===== src/rtl/pipe_spawner.sv =====
// Scrolling pipe pool for the bird game: moves, retires, spawns and scores pipes once per frame tick.
// Optional macro PIPE_SPEEDUP_EN raises the scroll speed with the score, up to SPEED_MAX.
//
// state  | meaning
// IDLE   | after reset, pool empty, frame ticks ignored
// RUN    | pool scrolls and spawns on every frame tick
// FREEZE | game over, pool held until the next start
module pipe_spawner #(
  parameter int NUM_PIPES = 4,
  parameter int SCREEN_W  = 640,
  parameter int PIPE_W    = 52,
  parameter int SPACING   = 200,
  parameter int SPEED     = 2,
  parameter int SPEED_MAX = 6,
  parameter int GAP_MIN   = 80,
  parameter int BIRD_X    = 160
) (
  input  logic                    clk,
  input  logic                    rst,
  input  logic                    frame_tick,
  input  logic                    start,
  input  logic                    game_over,
  input  logic [6:0]              rand_in,
  output logic [NUM_PIPES*11-1:0] pipe_x,
  output logic [NUM_PIPES*8-1:0]  gap_y,
  output logic [NUM_PIPES-1:0]    pipe_valid,
  output logic                    running,
  output logic                    pass_pulse,
  output logic [7:0]              score
);

  typedef enum logic [1:0] {IDLE, RUN, FREEZE} state_t;

  localparam logic [10:0] X_SPAWN    = 11'(SCREEN_W + PIPE_W);
  localparam logic [10:0] X_BIRD     = 11'(BIRD_X);
  localparam logic [9:0]  DIST_SPAWN = 10'(SPACING);
  localparam logic [7:0]  GAP_BASE   = 8'(GAP_MIN);
  localparam logic [5:0]  SPD_BASE   = 6'(SPEED);
  localparam logic [5:0]  SPD_CEIL   = 6'(SPEED_MAX);

  state_t                 state_q, state_d;
  logic [10:0]            x_q   [NUM_PIPES];
  logic [10:0]            x_d   [NUM_PIPES];
  logic [7:0]             gap_q [NUM_PIPES];
  logic [7:0]             gap_d [NUM_PIPES];
  logic [NUM_PIPES-1:0]   valid_q, valid_d;
  logic [NUM_PIPES-1:0]   spawn_sel;
  logic [9:0]             dist_q, dist_d, nd;
  logic [7:0]             score_q, score_d;
  logic                   pass_q, pass_d;
  logic                   running_q;
  logic                   pass_any;
  logic                   free_found;
  logic [5:0]             spd;

`ifdef PIPE_SPEEDUP_EN
  logic [5:0] spd_raw;
  assign spd_raw = SPD_BASE + {1'b0, score_q[7:3]};
  assign spd     = (spd_raw > SPD_CEIL) ? SPD_CEIL : spd_raw;
`else
  // Same formula with a zero score term, so the speed is the constant base.
  assign spd = (SPD_BASE > SPD_CEIL) ? SPD_CEIL : SPD_BASE;
`endif

  // Spawn target is chosen from occupancy before this tick's retirements.
  always_comb begin
    spawn_sel  = '0;
    free_found = 1'b0;
    for (int i = 0; i < NUM_PIPES; i++) begin
      if (!valid_q[i] && !free_found) begin
        spawn_sel[i] = 1'b1;
        free_found   = 1'b1;
      end
    end
  end

  always_comb begin
    state_d  = state_q;
    valid_d  = valid_q;
    dist_d   = dist_q;
    score_d  = score_q;
    pass_d   = 1'b0;
    pass_any = 1'b0;
    nd       = '0;
    for (int i = 0; i < NUM_PIPES; i++) begin
      x_d[i]   = x_q[i];
      gap_d[i] = gap_q[i];
    end

    if (start) begin
      state_d = RUN;
      valid_d = '0;
      score_d = '0;
      dist_d  = DIST_SPAWN;
      for (int i = 0; i < NUM_PIPES; i++) begin
        x_d[i]   = '0;
        gap_d[i] = '0;
      end
    end else if (state_q == RUN) begin
      if (game_over) begin
        state_d = FREEZE;
      end else if (frame_tick) begin
        for (int i = 0; i < NUM_PIPES; i++) begin
          if (valid_q[i]) begin
            if (x_q[i] <= {5'b0, spd}) begin
              valid_d[i] = 1'b0;
              x_d[i]     = '0;
            end else begin
              x_d[i] = x_q[i] - {5'b0, spd};
              if (x_q[i] > X_BIRD && x_d[i] <= X_BIRD) pass_any = 1'b1;
            end
          end
        end

        if (pass_any) begin
          pass_d = 1'b1;
          if (score_q != 8'hff) score_d = score_q + 8'd1;
        end

        nd = dist_q + {4'b0, spd};
        if (nd >= DIST_SPAWN) begin
          dist_d = '0;
          for (int i = 0; i < NUM_PIPES; i++) begin
            if (spawn_sel[i]) begin
              valid_d[i] = 1'b1;
              x_d[i]     = X_SPAWN;
              gap_d[i]   = GAP_BASE + {1'b0, rand_in};
            end
          end
        end else begin
          dist_d = nd;
        end
      end
    end
  end

  always_ff @(posedge clk or posedge rst) begin
    if (rst) begin
      state_q   <= IDLE;
      valid_q   <= '0;
      dist_q    <= '0;
      score_q   <= '0;
      pass_q    <= 1'b0;
      running_q <= 1'b0;
      for (int i = 0; i < NUM_PIPES; i++) begin
        x_q[i]   <= '0;
        gap_q[i] <= '0;
      end
    end else begin
      state_q   <= state_d;
      valid_q   <= valid_d;
      dist_q    <= dist_d;
      score_q   <= score_d;
      pass_q    <= pass_d;
      running_q <= (state_d == RUN);
      for (int i = 0; i < NUM_PIPES; i++) begin
        x_q[i]   <= x_d[i];
        gap_q[i] <= gap_d[i];
      end
    end
  end

  for (genvar g = 0; g < NUM_PIPES; g++) begin : g_pack
    assign pipe_x[11*g +: 11] = x_q[g];
    assign gap_y[8*g +: 8]    = gap_q[g];
  end

  assign pipe_valid = valid_q;
  assign running    = running_q;
  assign pass_pulse = pass_q;
  assign score      = score_q;

endmodule

===== config.mk =====
export PLATFORM = sky130hd
export DESIGN_NAME = pipe_spawner
export DESIGN_NICKNAME = d
export VERILOG_FILES = /design/src/rtl/pipe_spawner.sv
export SDC_FILE = /design/constraint.sdc
export NUM_CORES = 1
export LEC_CHECK = 0
export CAP_MARGIN = 5
export CORE_UTILIZATION = 40
export CTS_CLUSTER_SIZE = 12
export DETAILED_ROUTE_END_ITERATION = 12
export GPL_TIMING_DRIVEN = 0
export PLACE_DENSITY = 0.72
export SETUP_SLACK_MARGIN = 0.1
export SYNTH_ARGS = -nofsm -noshare
export SYNTH_HDL_FRONTEND = slang
export SYNTH_SLANG_ARGS = --single-unit
export TNS_END_PERCENT = 50

===== constraint.sdc =====
create_clock -name clk -period 4.9 [get_ports clk]
set_input_delay 0.98 -clock clk [delete_from_list [all_inputs] [get_ports clk]]
set_output_delay 0.98 -clock clk [all_outputs]
set_load 0.03 [all_outputs]

==> flow_summary.ini <==
[routing]
drt_wl_total_um = 17980
dr.pass1.iters = 10
wl_per_cell_um = 17.75
vias_per_cell = 5.899
drc = 3
final_antenna_net_count = 0
num_vias = 5976
drt_iter0_markers = 518

[place]
dp_slack_ns = 1.298
dp_hpwl_um = 12750
routabilityCongestion = 0.9057
portBuffers = 100

[timing]
period_share_pct = 66.93
worstMarginPinSlew_ns = 1.012
setup_viol = 0
worst_slack_ns = 1.621
rsz0062_at_grt = false
hold_viol = 0
finalClockSkew_ns = 0.01070
drv_slew = 0
maxSlewHeadroom_pct = 31.88
max_freq_mhz = 304.9
holdWs_ns = 0.4969
min_period_ns = 3.279

[outcome]
outcome = finished with violations
violations = DRC

[job]
drv_cap = 0

[yosys]
synth_area_leaders = dfrtp_1, a21oi_1, o21ai_0
synth.distinct_cells = 69
syn_nets = 737
netlist_area_um2 = 6085
yosys.area.top_type = dfrtp_1
synth.ff_latch_count = 101
synth_top_area_share_pct = 41.54
yosys_warnings = 0
synthFlopType = dfrtp_1
async_reset_ff_share_pct = 100.0
ys_seq_area_share_pct = 41.54
synthesis.instances = 712
synth-edff-count = 0
syn_avg_cell_area_um2 = 8.546

[worst_setup_path]
worstSetupEndpointType = flop
critPathLaunchType = input port
reg2regPathDepth = 10
cp_max_fo = 10
worstPathArrival_ns = 3.52
cp.required_ns = 5.14
crit_type = input port to flop

[floorplanning]
die_height_um = 125.3
rows = 44
die_w_um = 125.3
ios = 102
fp.dieArea_um2 = 15710
core_area_um2 = 14700
start_util_pct = 41.39

[clocking]
cts_hold_buf = 0
cts_tree = yes
cts_resized = 0
clk_pin_slew_ns = 0.06
h-tree-depth = 3
cts_buffer_depth = 2
post_cts_buffers = 0
clk_latency_ns = 0.36
clock-sinks = 101
cts_buffers = 9
root_buffer = clkbuf_16

[hold_path]
hp-class = flop to flop
hold_depth = 1

[finish]
layout.nets = 849
drive_above_1_share_pct = 4.946
synthToLayoutAreaGrowth_pct = 25.87
n_fill_cell = 1378
diodes = 0
final_util_pct = 52.10

[global_route]
grt_pass1_wl_um = 29190
gr-usage-all-layers_pct = 23.37
antenna_found_initial = 0
grt_max_degree = 68
grt_pass1_vias = 5592
grt_overflow = 0

[power]
power.total_w = 0.001869
power_density_nw_per_um2 = 244.1
p_leak_nw = 3.019
irDropWorstVdd_uv = 170.2
-- layer usage --
| metal | track usage (%) | part of all wire (%) | vias to the layer above |
|---|---|---|---|
| met1 | 31.72 | 45 | 2891 |
| met4 | 9.756 | 2.0 | 0 |
| met3 | 5.862 | 8.3 | 25 |
| li1 | - | - | 2827 |
| met2 | 35.52 | 45 | 233 |
| met5 | 0 | 0 | - |
-- stage by stage --
step | TNS [ns] | instances | instance area (um2)
floorplan | 0 | 712 | 6085
global placement | -39.67 | 996 | 7316
detailed placement | 0 | 997 | 7346
CTS | 0 | 1013 | 7659
global route | 0 | 1013 | 7659
finish | 0 | 1013 | 7659
-- critical path, stage by stage --
cell and delay, ns:
clkdlybuf4s50_1 0.42, nor3b_1 0.47, nand2_1 0.13, clkbuf_1 0.29, a31oi_1 0.53, nand4_1 0.16, a21oi_1 0.17, mux2_2 0.35
-- power by group --
part / switching, W / internal (W)
Sequential: 0.0000160 / 0.000846
Clock: 0.000327 / 0.000438
Combinational: 0.000163 / 0.0000794
Total: 0.000506 / 0.00136
-- cell type report --
type	instances	area (um2)	share of cell area, %
Buffer	51	196.4	2.565
Clock buffer	13	270.3	3.529
Clock inverter	3	42.54	0.5555
Inverter	32	122.6	1.601
Multi-Input combinational cell	528	3241	42.31
Sequential cell	101	2527	33.00
Tap cell	184	230.2	3.006
Timing Repair Buffer	101	1028	13.43
-- synth_stat cells (5+ instances only) --
cell type  count
or4_1         10
ha_1          13
nor3b_1        8
a31oi_1        9
mux2_2         6
nand4_1       10
a211oi_1       9
nor4_1        11
o31ai_1        6
dfrtp_1      101
nand2_1       59
nor3_1        32
mux2i_1       16
nand3_1       13
clkbuf_1      46
a22o_1         7
o22ai_1        8
a21oi_1       57
nor2b_1       12
nand2b_1      17
a2bb2oi_1      5
or3_1          5
nor2_1        67
xnor2_1       10
o21ai_0       57
inv_1         32
-- flip-flops by register name, summed over array words and instances, names as in the netlist --
name and cells:
dist_q 9, pipe_x 44, running 1, pass_pulse 1
score 8, pipe_valid 4, gap_y 32, state_q 2
-- cells by family after synthesis --
group | share of synthesized area [%]
fa+ha+maj | 2.673
mux | 3.927
compound gates | 22.80
flops | 41.54
buf+inv | 5.202
simple gates | 22.41
xor+xnor | 1.439
-- cells in the final DEF (no fill, tap or decap), types with 5 or more instances in the layout --
master	count
clkdlybuf4s50_1	100
nand3_1	13
o21ai_0	57
a2bb2oi_1	5
ha_1	13
clkbuf_16	9
clkbuf_1	47
nand2b_1	17
nand2_1	59
nor2b_1	12
or4_1	10
mux2i_1	16
dfrtp_1	101
o22ai_1	8
nor4_1	11
o31ai_1	6
or3_1	5
xnor2_1	10
mux2_2	6
a21oi_1	57
nor2_1	67
nor3b_1	8
inv_1	31
nand4_1	10
a211oi_1	9
a22o_1	7
nor3_1	32
a31oi_1	9
-- final timing paths --
check                              to       start  slack [ns]
setup / recovery             score[3]   game_over        1.62
hold / removal             state_q[0]  state_q[0]        0.50
setup reg to reg             score[5]  pipe_x[12]        1.69
hold reg to reg            state_q[0]  state_q[0]        0.50
max in group asynchronous    score[2]         rst        3.22
min in group asynchronous   gap_y[13]         rst        1.00
(Power assumes the default switching activity.)
